$ cat src/rtl/rot_input_ctrl.sv
// Rotary-encoder and push-button front end: synchronizes raw contacts, filters the
// quadrature pair into rotation steps and debounces the encoder push contact into scale changes.
module rot_input_ctrl #(
   parameter logic [19:0] DEB_MAX  = 20'hFFFFE,
   parameter logic [3:0]  IDX_MAX  = 4'h7,
   parameter logic [2:0]  SCAL_MAX = 3'h5
) (
   input  logic       clk,
   input  logic       reset,
   input  logic       rot_A,
   input  logic       rot_B,
   input  logic       rot_dwn,
   input  logic       dir_sel,
   input  logic       BTN0,
   input  logic       BTN1,
   input  logic       BTN2,
   output logic [2:0] pattn,
   output logic [2:0] pattn_scal,
   output logic [3:0] rot_indx,
   output logic       step_pulse,
   output logic       step_dir,
   output logic       press_pulse
);

   logic [1:0]  ab_meta_r;
   logic [1:0]  ab_sync_r;
   logic [4:0]  misc_meta_r;
   logic [4:0]  misc_sync_r;
   logic        a_s;
   logic        b_s;
   logic        dwn_s;
   logic        dir_s;
   logic        btn0_s;
   logic        btn1_s;
   logic        btn2_s;
   logic        deb_a_r;
   logic        deb_b_r;
   logic        deb_a_d_r;
   logic        step_s;
   logic [19:0] cnt_r;
   logic        at_max_r;
   logic [2:0]  pattn_r;
   logic [2:0]  pattn_scal_r;
   logic [3:0]  rot_indx_r;
   logic        step_pulse_r;
   logic        step_dir_r;
   logic        press_pulse_r;

   function automatic logic [3:0] idx_inc(input logic [3:0] v);
      if (v >= IDX_MAX) idx_inc = 4'd0;
      else              idx_inc = v + 4'd1;
   endfunction

   function automatic logic [3:0] idx_dec(input logic [3:0] v);
      if (v == 4'd0) idx_dec = IDX_MAX;
      else           idx_dec = v - 4'd1;
   endfunction

   // Two-flop synchronizers; the quadrature pair idles high so it resets to 1.
   always_ff @(posedge clk or negedge reset) begin
      if (!reset) begin
         ab_meta_r   <= 2'b11;
         ab_sync_r   <= 2'b11;
         misc_meta_r <= 5'b00000;
         misc_sync_r <= 5'b00000;
      end else begin
         ab_meta_r   <= {rot_A, rot_B};
         ab_sync_r   <= ab_meta_r;
         misc_meta_r <= {rot_dwn, dir_sel, BTN0, BTN1, BTN2};
         misc_sync_r <= misc_meta_r;
      end
   end

   assign a_s    = ab_sync_r[1];
   assign b_s    = ab_sync_r[0];
   assign dwn_s  = misc_sync_r[4];
   assign dir_s  = misc_sync_r[3];
   assign btn0_s = misc_sync_r[2];
   assign btn1_s = misc_sync_r[1];
   assign btn2_s = misc_sync_r[0];

   // Quadrature filter: matching contacts move deb_a, mismatching ones move deb_b.
   always_ff @(posedge clk or negedge reset) begin
      if (!reset) begin
         deb_a_r   <= 1'b1;
         deb_b_r   <= 1'b1;
         deb_a_d_r <= 1'b1;
      end else begin
         deb_a_d_r <= deb_a_r;
         case ({a_s, b_s})
            2'b11:   deb_a_r <= 1'b1;
            2'b00:   deb_a_r <= 1'b0;
            2'b01:   deb_b_r <= 1'b1;
            2'b10:   deb_b_r <= 1'b0;
            default: begin
               deb_a_r <= deb_a_r;
               deb_b_r <= deb_b_r;
            end
         endcase
      end
   end

   assign step_s = deb_a_r & ~deb_a_d_r;

   // Rotation index with wrap in both directions.
   always_ff @(posedge clk or negedge reset) begin
      if (!reset) begin
         rot_indx_r   <= 4'd0;
         step_pulse_r <= 1'b0;
         step_dir_r   <= 1'b0;
      end else begin
         step_pulse_r <= step_s;
         if (step_s) begin
            step_dir_r <= ~deb_b_r;
            rot_indx_r <= deb_b_r ? idx_dec(rot_indx_r) : idx_inc(rot_indx_r);
         end
      end
   end

   // Press debounce: saturating hold counter, one pulse when it first reaches the limit.
   always_ff @(posedge clk or negedge reset) begin
      if (!reset) begin
         cnt_r         <= 20'd0;
         at_max_r      <= 1'b0;
         press_pulse_r <= 1'b0;
      end else begin
         if (!dwn_s)                cnt_r <= 20'd0;
         else if (cnt_r < DEB_MAX)  cnt_r <= cnt_r + 20'd1;
         else                       cnt_r <= cnt_r;
         at_max_r      <= (cnt_r == DEB_MAX);
         press_pulse_r <= (cnt_r == DEB_MAX) & ~at_max_r;
      end
   end

   // Scale step follows the press strobe; 0 is only left by growing.
   always_ff @(posedge clk or negedge reset) begin
      if (!reset) begin
         pattn_scal_r <= 3'd0;
      end else if (press_pulse_r) begin
         if (dir_s && (pattn_scal_r < SCAL_MAX))       pattn_scal_r <= pattn_scal_r + 3'd1;
         else if (!dir_s && (pattn_scal_r > 3'd1))     pattn_scal_r <= pattn_scal_r - 3'd1;
         else                                          pattn_scal_r <= pattn_scal_r;
      end
   end

   // Pattern latch with BTN0 highest priority; holds when no button is pressed.
   always_ff @(posedge clk or negedge reset) begin
      if (!reset) begin
         pattn_r <= 3'b000;
      end else begin
         if (btn0_s)      pattn_r <= 3'b001;
         else if (btn1_s) pattn_r <= 3'b010;
         else if (btn2_s) pattn_r <= 3'b100;
         else             pattn_r <= pattn_r;
      end
   end

   assign pattn       = pattn_r;
   assign pattn_scal  = pattn_scal_r;
   assign rot_indx    = rot_indx_r;
   assign step_pulse  = step_pulse_r;
   assign step_dir    = step_dir_r;
   assign press_pulse = press_pulse_r;

endmodule

$ cat config.mk
export PLATFORM = sky130hd
export DESIGN_NAME = rot_input_ctrl
export DESIGN_NICKNAME = d
export VERILOG_FILES = /design/src/rtl/rot_input_ctrl.sv
export SDC_FILE = /design/constraint.sdc
export NUM_CORES = 1
export LEC_CHECK = 0
export CAP_MARGIN = 0
export CELL_PAD_IN_SITES_DETAIL_PLACEMENT = 0
export CELL_PAD_IN_SITES_GLOBAL_PLACEMENT = 1
export CORE_ASPECT_RATIO = 0.5
export CORE_UTILIZATION = 45
export CTS_BUF_LIST = sky130_fd_sc_hd__clkbuf_4
export CTS_CLUSTER_SIZE = 40
export DETAILED_ROUTE_END_ITERATION = 8
export MAX_ROUTING_LAYER = met4
export PLACE_DENSITY = 0.9
export SLEW_MARGIN = 20
export SYNTH_ARGS = -nofsm -noshare
export SYNTH_HDL_FRONTEND = slang
export SYNTH_SLANG_ARGS = --single-unit
$ cat constraint.sdc
create_clock -name clk -period 2.5 [get_ports clk]
set_clock_uncertainty 0.05 [all_clocks]
set_input_delay 0.375 -clock clk [delete_from_list [all_inputs] [get_ports clk]]
set_output_delay 0.375 -clock clk [all_outputs]
set_load 0.02 [all_outputs]
* Word level (Yosys, flattened, before mapping)
Cells that the tools add are included.
Word-level totals: register bits 51, input port bits 9, output and inout bits 13, logic and storage cells 56
Operators by class: $add $sub $neg 5, magnitude comparators 4, eq/ne operators 5, multiplexer cells 12, bitwise logic cells 5, reductions and logical operators 10
Operators with widths (number):
- $mux 20 | 2
- $add 20x1->20 const B | 1
- $eq 20x20->1 const B | 1
- $lt 20x20->1 const B | 1
- $mux 3 | 5
- $mux 4 | 3
- $reduce_bool 2->1 | 3
- $add 4x1->4 const B | 1
- $eq 2x2->1 const B | 2
- $ge 4x3->1 const B | 1
- $logic_not 4->1 | 1
- $pmux 1 s2 | 2
- $sub 4x1->4 const B | 1
- $add 3x1->3 const B | 1
- $gt 3x1->1 const B | 1
- $lt 3x3->1 const B | 1
- $not 1->1 | 3
- $reduce_bool 3->1 | 1
- $sub 3x1->3 const B | 1
- $and 1x1->1 | 2
- $eq 2x1->1 const B | 1
- $logic_and 1x1->1 | 2
- $logic_not 2->1 | 1
- $ne 2x1->1 const B | 1
- other kinds (2) | 2

* Longest topological paths before layout
Gate-level depths: netlist (run 1).
depth after elaboration 4, depth in mapped cells 6, gate-level depth less buffers 6

* Worst setup path before layout (run 1)
Ideal clock, no wire load.
path type reg-to-reg, from register cnt_r[2], to register cnt_r[17], library setup time 0.079 ns, data arrival time 1.649 ns, data required time 2.371 ns, slack 0.722 ns, stages on the path, launching flop included 6, buffers on the path 1, period minus slack after synthesis 1.778 ns, cells stage by stage dfrtp_1 -> and4_4 -> or3b_1 -> buf_2 -> or4_1 -> a21oi_1
On the way: cells in the longest elaborated chain, start to end 3, elaborated cells between the ends (all ways) 5, those cells by class 1 x add/sub; 1 x order compare; 1 x eq/ne; 2 x mux
Ends and longest elaborated chain:
- from (decl) | line 40 | logic [19:0] cnt_r;
- from (signal assigned) | line 128 | else if (cnt_r < DEB_MAX) cnt_r <= cnt_r + 20'd1;
- from (signal assigned) | line 129 | else cnt_r <= cnt_r;
- $add 20x1->20 | line 128
- $mux 20 | line 128
- $mux 20 | line 127 | if (!dwn_s) cnt_r <= 20'd0;
Parallel ways exist; a longest one is shown, timed or not. The select of a mux whose other input is x is not followed. A chain may end at the register's enable or synchronous reset.

* Worst setup path after layout (run 1)
from register rot_indx_r[2], in the netlist rot_indx[2], to output rot_indx[2]
RTL lines:
- from (decl) | line 44 | logic [3:0] rot_indx_r;
- from (signal assigned) | line 115 | rot_indx_r <= deb_b_r ? idx_dec(rot_indx_r) : idx_inc(rot_indx_r);
- to (decl) | line 19 | output logic [3:0] rot_indx,
No word-level cell between the ends.

==> key figures, run 1 <==
Finish
  • Net count, final: 276
  • Fillers: 436
  • Synth-to-Final Area Change: 16.6%
  • Diodes inserted: 0
  • Storage element area: 0.00128 mm2
  • Most frequent cells in the layout: dfrtp_1 (44), nand2_1 (21), clkdlybuf4s50_1 (20)
  • Final core utilization: 56.3%
  • Layout cells sized above 1: under 10%
  • Area of the multi-input gates: 0.00107 mm2
  • Most common cell after layout, fill and taps aside: dfrtp_1

Worst setup path
  • Nature of the critical path endpoint: output port
  • Max incr delay on CP: 0.66 ns
  • Critical Path AT: 1.57 ns
  • CP Class: reg2out
  • Bufs and invs on worst path: 1
  • Reg2reg end: cnt_r[14]$_DFFE_PN0P_
  • Critical Path Start Type: register
  • CP Data Required Time: 2.08 ns
  • Worst r2r src: cnt_r[1]$_DFFE_PN0P_
  • Slowest cell on the critical path: clkdlybuf4s50_1
  • R2r worst-path depth: 5
  • CP cell instances: clkdlybuf4s50_1
  • CP Max Fanout: 10
  • Reg2Reg Setup Slack: 0.55 ns
  • Family with the most delay on the worst path: buffers and inverters

Timing
  • Fmax: around 500 MHz
  • Unrepaired setup endpoints after global routing: false
  • Final worst slack: 0.505 ns
  • Minimum clock period: ~2.0 ns
  • Fin crit share: between 70 and 80%
  • Final setup TNS: 0 ns
  • Final Hold Slack: between 0.3 and 0.4 ns
  • Slew headroom: 56.2%
  • Tightest Pin Transition: around 0.65 ns
  • Fin. max-slew vios: 0
  • Endpoints failing hold: 0
  • Final Setup Violations: 0

Clocking
  • Post-cts resize count: 0
  • CTS Buf Count: 5
  • Cts hold-fix bufs: 1
  • Root Driver: clkbuf_4
  • Clock Latency Late Sink: 0.37 ns
  • Htree depth: 2
  • CTS sink cnt: 51
  • Max clock buf depth: 2
  • CTS tree: yes
  • Post-CTS Setup Bufs: 0
  • Worst-path clk slew: 0.15 ns

Logic synthesis
  • Syn nets: 254
  • Count of different cell masters after synthesis: 40
  • Ys async rst share: 100%
  • Synthesized flop and latch total: 51
  • Syn_area_per_cell: 10.4 um2
  • Register area share after synthesis: 52.5%
  • Post-Syn Area: 0.00245 mm2
  • Synth area leaders: dfrtp_1 (45%), dfstp_2 (7.5%), mux2i_1 (5.7%)
  • Synth area leader: dfrtp_1
  • Most used DFF post-synth: dfrtp_1
  • Post-synthesis instance total: 236
  • Synth warn: 0
  • Synth top area share: 45.0%
  • Post-synth EDFFs: 0

Die
  • Core region area: 0.00507 mm2
  • Die width: 106 um
  • Site Rows: 18
  • Initial core utilization: 48.3%
  • Die area: approximately 0.0058 mm2
  • Die height: 54.1 um
  • Io pins: 22

Power
  • LEAKAGE: roughly 1.2 nW
  • PwrDens: 668 mW/mm2
  • Worst vdd ir: 0.445 mV

Routing
  • Final wirelength: 4220 um
  • DR WL/cell: 12.8 um
  • Vias/cell: 5.47
  • Routed vias: 1800
  • Drt first pass iters: 4
  • Initial DRC Count: 86
  • Final ANT Viol Nets: 0
  • Drt drc: 0

Global route
  • Total track usage: 17.1%
  • Initial antenna violation count: 0
  • Largest net degree at the start of global routing: 52
  • Grt total ovfl: 0
  • Number of global-route vias before repair: 1661
  • First-pass GRT wire length: between 7000 and 8000 um

Outcome
  • Status: complete, no violations

Worst hold path
  • Hold path cells: 0
  • Tightest Hold Check Type: reg2reg
  • Hold Crit Start: misc_meta_r[0]$_DFF_PN0_
  • Hold EP: misc_sync_r[0]$_DFF_PN0_

Placement
  • DP HPWL: just under 3000 um
  • Gpl congestion: 0.789
  • Setup slack after placement: 0.575 ns
  • Buffers added on ports: 21

Run
  • Max cap viols: 0
## state kept, by name, indices dropped and copies added, names as in the netlist, 2 cells and up
register     cells
rot_indx         4
pattn_scal       3
misc_meta_r      5
cnt_r           20
pattn            3
misc_sync_r      5
ab_meta_r        2
ab_sync_r        2
## metrics by stage
| stage | instance area, um2 | power, mW | cells |
|---|---|---|---|
| after global placement | 2730 | 1.34 | 320 |
| after global routing | 2850 | 2.01 | 329 |
| after CTS | 2850 | 1.93 | 329 |
| after detailed placement | 2730 | 1.34 | 320 |
| final | 2850 | 1.91 | 329 |
| after floorplan | 2450 | 1.19 | 236 |
## worst register-to-register path, delay by kind of cell (launching register included)
| family | cells | cell delay, ns |
|---|---|---|
| and+or+nand+nor | 3 | 1.05 |
| DFF | 1 | 0.44 |
| adders and majority gates | 1 | 0.20 |
| AOI/OAI and AO/OA | 1 | 0.15 |
## cell usage after synthesis, types with 3 or more instances
library cell and count:
dfrtp_1 44, nand2_1 21, buf_2 3, nand3_1 9, clkbuf_1 7, dfstp_2 7
or4_1 4, nand2b_1 10, o21ai_0 12, nor3_1 6, nor3b_1 3, ha_1 9
inv_1 12, nor2_1 7, a21oi_1 18, nand4_1 10, o31ai_1 5, mux2i_1 14
or3_1 5, and3_1 4
## routing by layer
metal | part of all wire [%] | up-vias | GRT usage [%] | wire length [um]
li1 | - | 896 | - | -
met4 | 1.3 | 0 | 5.79 | 54
met5 | 0 | - | - | 0
met2 | 46 | 26 | 29.2 | 1960
met3 | 2.8 | 7 | 3.63 | 120
met1 | 49 | 871 | 20.8 | 2090
## kinds of logic after synthesis
group	after synthesis	share of synthesized area, %
AND/OR/NAND/NOR	86	19.3
multiplexers	14	5.73
XOR/XNOR	2	0.716
flip-flops	51	52.5
adder cells (fa/ha/maj)	9	4.60
AO/OA/AOI/OAI	51	13.4
buffers and inverters	23	3.68
## area by class of cell
type,instances,area share [%]
sequential,51,45.1
inverter,13,1.71
clock inverter,3,2.50
tap,70,3.07
timing repair buffer,25,8.78
multi-input combinational,162,37.6
clock buffer,5,1.32
## worst max-delay path by stage
| stage | startpoint | endpoint | slack [ns] | cells past startpoint |
|---|---|---|---|---|
| floorplan | cnt_r[2]$_DFFE_PN0P_ | cnt_r[17]$_DFFE_PN0P_ | 0.72 | 5 |
| global placement | cnt_r[1]$_DFFE_PN0P_ | cnt_r[14]$_DFFE_PN0P_ | 0.65 | 5 |
| detailed placement | cnt_r[1]$_DFFE_PN0P_ | cnt_r[14]$_DFFE_PN0P_ | 0.57 | 5 |
| CTS | pattn_scal[0]$_DFFE_PN0P_ | pattn_scal[0] | 0.48 | 1 |
| global route | rot_indx[2]$_DFFE_PN0P_ | rot_indx[2] | 0.42 | 1 |
| finish | rot_indx[2]$_DFFE_PN0P_ | rot_indx[2] | 0.50 | 1 |
## power by group
group,total (mW),switching [mW],internal (mW)
registers,0.975,0.0797,0.895
clock network,0.585,0.267,0.318
logic,0.345,0.168,0.178
total,1.91,0.514,1.39
No activity file was read; power rests on OpenSTA's default activity.
==> run 2: changes to the inputs <==
==> constraint.sdc (replaced) <==
create_clock -name clk -period 2.02 [get_ports clk]
set_clock_uncertainty 0.05 [all_clocks]
set_input_delay 0.303 -clock clk [delete_from_list [all_inputs] [get_ports clk]]
set_output_delay 0.303 -clock clk [all_outputs]
set_load 0.02 [all_outputs]
==> key figures, run 2 (synthesized netlist as in run 1, its figures left out) <==
Worst setup path
  • Nature of the critical path endpoint: output port
  • CP Max Fanout: 8 (-2)
  • CP cell instances: clkdlybuf4s50_1
  • CP Data Required Time: 1.67 ns (-0.41 ns)
  • Critical Path Start Type: register
  • Slowest cell on the critical path: clkdlybuf4s50_1
  • Worst r2r src: cnt_r[3]$_DFFE_PN0P_
  • Critical Path AT: 1.54 ns (-0.03 ns)
  • Family with the most delay on the worst path: buffers and inverters
  • Critical Path Start: pattn_scal[1]$_DFFE_PN0P_
  • Max incr delay on CP: 0.65 ns (about the same)
  • CP Class: reg2out
  • Bufs and invs on worst path: 1 (unchanged)

Die
  • Initial core utilization: 48.3% (unchanged)
  • Die height: 54.1 um (unchanged)
  • Core region area: 0.00507 mm2 (unchanged)
  • Io pins: 22 (unchanged)
  • Die width: 106 um (unchanged)
  • Die area: 0.00575 mm2 (unchanged)
  • Site Rows: 18 (unchanged)

Routing
  • Drt first pass iters: 4 (unchanged)
  • Final wirelength: 4650 um (+10%)
  • Drt drc: 0 (unchanged)
  • Final ANT Viol Nets: 0 (unchanged)
  • Initial DRC Count: 142 (+65%)
  • DR WL/cell: 14.0 um (+9.1%)
  • Routed vias: 1852 (+2.9%)
  • Vias/cell: 5.58 (+2.0%)

Timing
  • Fmax: 529 MHz
  • Final Hold Slack: 0.257 ns (-0.0534 ns)
  • Minimum clock period: 1.89 ns
  • Final setup TNS: 0 ns (unchanged)
  • Slew headroom: 66.3% (+10 points)
  • Fin. max-slew vios: 0 (unchanged)
  • Endpoints failing hold: 0 (unchanged)
  • Final worst slack: 0.131 ns (-0.374 ns)
  • Final Setup Violations: 0 (unchanged)
  • Fin crit share: 93.5%
  • Unrepaired setup endpoints after global routing: false
  • Tightest Pin Transition: 0.504 ns (-0.143 ns)

Finish
  • Synth-to-Final Area Change: 16.6% (about the same)
  • Max FFs per register: 20 (unchanged)
  • Final core utilization: 56.3% (about the same)
  • Most frequent cells in the layout: dfrtp_1 (42), nand2_1 (21), clkdlybuf4s50_1 (20)
  • Most common cell after layout, fill and taps aside: dfrtp_1
  • Layout cells sized above 1: 9.92% (+1.8 points)
  • Diodes inserted: 0 (unchanged)
  • Largest regs: cnt_r: 20 flops, misc_meta_r: 5 flops, misc_sync_r: 5 flops
  • Most flop-heavy register: cnt_r
  • Net count, final: 279 (+1.1%)
  • Post-route cell area: 0.00285 mm2 (about the same)

Global route
  • Number of global-route vias before repair: 1712 (+3.1%)
  • First-pass GRT wire length: 8000 um (+9.7%)
  • Met2 GRT Util: 32.7% (+3.5 points)
  • Initial antenna violation count: 0 (unchanged)
  • Grt met3 use: 4.00% (+0.36 points)
  • Global route hottest layer: met2
  • Grt total ovfl: 0 (unchanged)
  • Largest net degree at the start of global routing: 52 (unchanged)
  • Met1 GRT Util: 23.2% (+2.5 points)
  • Total track usage: 18.9% (+1.8 points)

Placement
  • DP HPWL: 3210 um (+9.5%)
  • Setup slack after placement: 0.157 ns (-0.418 ns)
  • Buffers added on ports: 21 (unchanged)
  • Gpl congestion: 0.856 (+8.4%)
  • DP Area: 0.00276 mm2 (+0.82%)

Power
  • Switching share of power: 29.2% (+2.2 points)
  • LEAKAGE: 1.18 nW (about the same)
  • PwrDens: 792 mW/mm2 (+18%)
  • Worst vdd ir: 0.511 mV (+15%)
  • NetSw: 659 uW (+28%)
  • Clock Power Share: 27.1% (-3.6 points)
  • Combinational power share: 19.3% (+1.2 points)
  • Internal power: 1.60 mW (+15%)
  • Part of the power in registers: 53.6% (+2.4 points)

Worst hold path
  • Hold Crit Start: rot_A
  • Tightest Hold Check Type: in2reg

Clocking
  • Clock Latency Late Sink: 0.39 ns (+0.02 ns)
  • CTS tree: yes
  • Htree depth: 2 (unchanged)
  • Root Driver: clkbuf_4
  • CTS sink cnt: 51 (unchanged)
  • Worst-path clk slew: 0.16 ns (about the same)
  • CTS Buf Count: 5 (unchanged)
  • Post-CTS Setup Bufs: 0 (unchanged)
  • Max clock buf depth: 2 (unchanged)

Run
  • Max cap viols: 0 (unchanged)

Outcome
  • Status: complete, no violations
## run 2: area by class of cell
class,count,area (um2)
clock buffers,5,37.5
inverters,13,48.8
repair buffers,28,273
multi-input cells,162,1070
flip-flops and latches,51,1290
fillers,441,2210
clock inverters,3,47.5
well taps,70,87.6
## run 2: power by group through the flow
stage	Sequential (mW)	Combinational (mW)	Clock, mW
2_1_floorplan	1.25	0.225	0
3_3_place_gp	1.23	0.429	0
3_5_place_dp	1.23	0.439	0
4_1_cts	1.21	0.441	0.627
5_1_grt	1.23	0.480	0.668
6_report	1.21	0.436	0.612
## run 2: per-layer routing
layer	vias up	routed length (um)
met4	0	61
li1	903	-
met2	41	2210
met5	-	0
met3	9	203
met1	899	2170
## run 2: stage by stage
step,instances,total power [mW]
after CTS,332,2.28
after global routing,332,2.38
after floorplan,236,1.48
final,332,2.26
after global placement,323,1.65
after detailed placement,323,1.67
## run 2: worst paths after layout
path | endpoint | slack, ns | cells past startpoint
setup / recovery | pattn_scal[1] | 0.13 | 1
hold / removal | ab_meta_r[1]$_DFF_PN1_ | 0.26 | 1
setup reg to reg | cnt_r[17]$_DFFE_PN0P_ | 0.13 | 4
hold reg to reg | misc_sync_r[2]$_DFF_PN0_ | 0.31 | 0
max in group asynchronous | ab_sync_r[0]$_DFF_PN1_ | 1.26 | 3
min in group asynchronous | cnt_r[1]$_DFFE_PN0P_ | 0.36 | 3
## run 2: what timing repair did
item | in CTS | in global routing
hold buffers | 1 | 0
endpoints found under the hold margin | 44 | 0
resized for setup | 0 | 2
endpoints found under the setup margin | 0 | 2
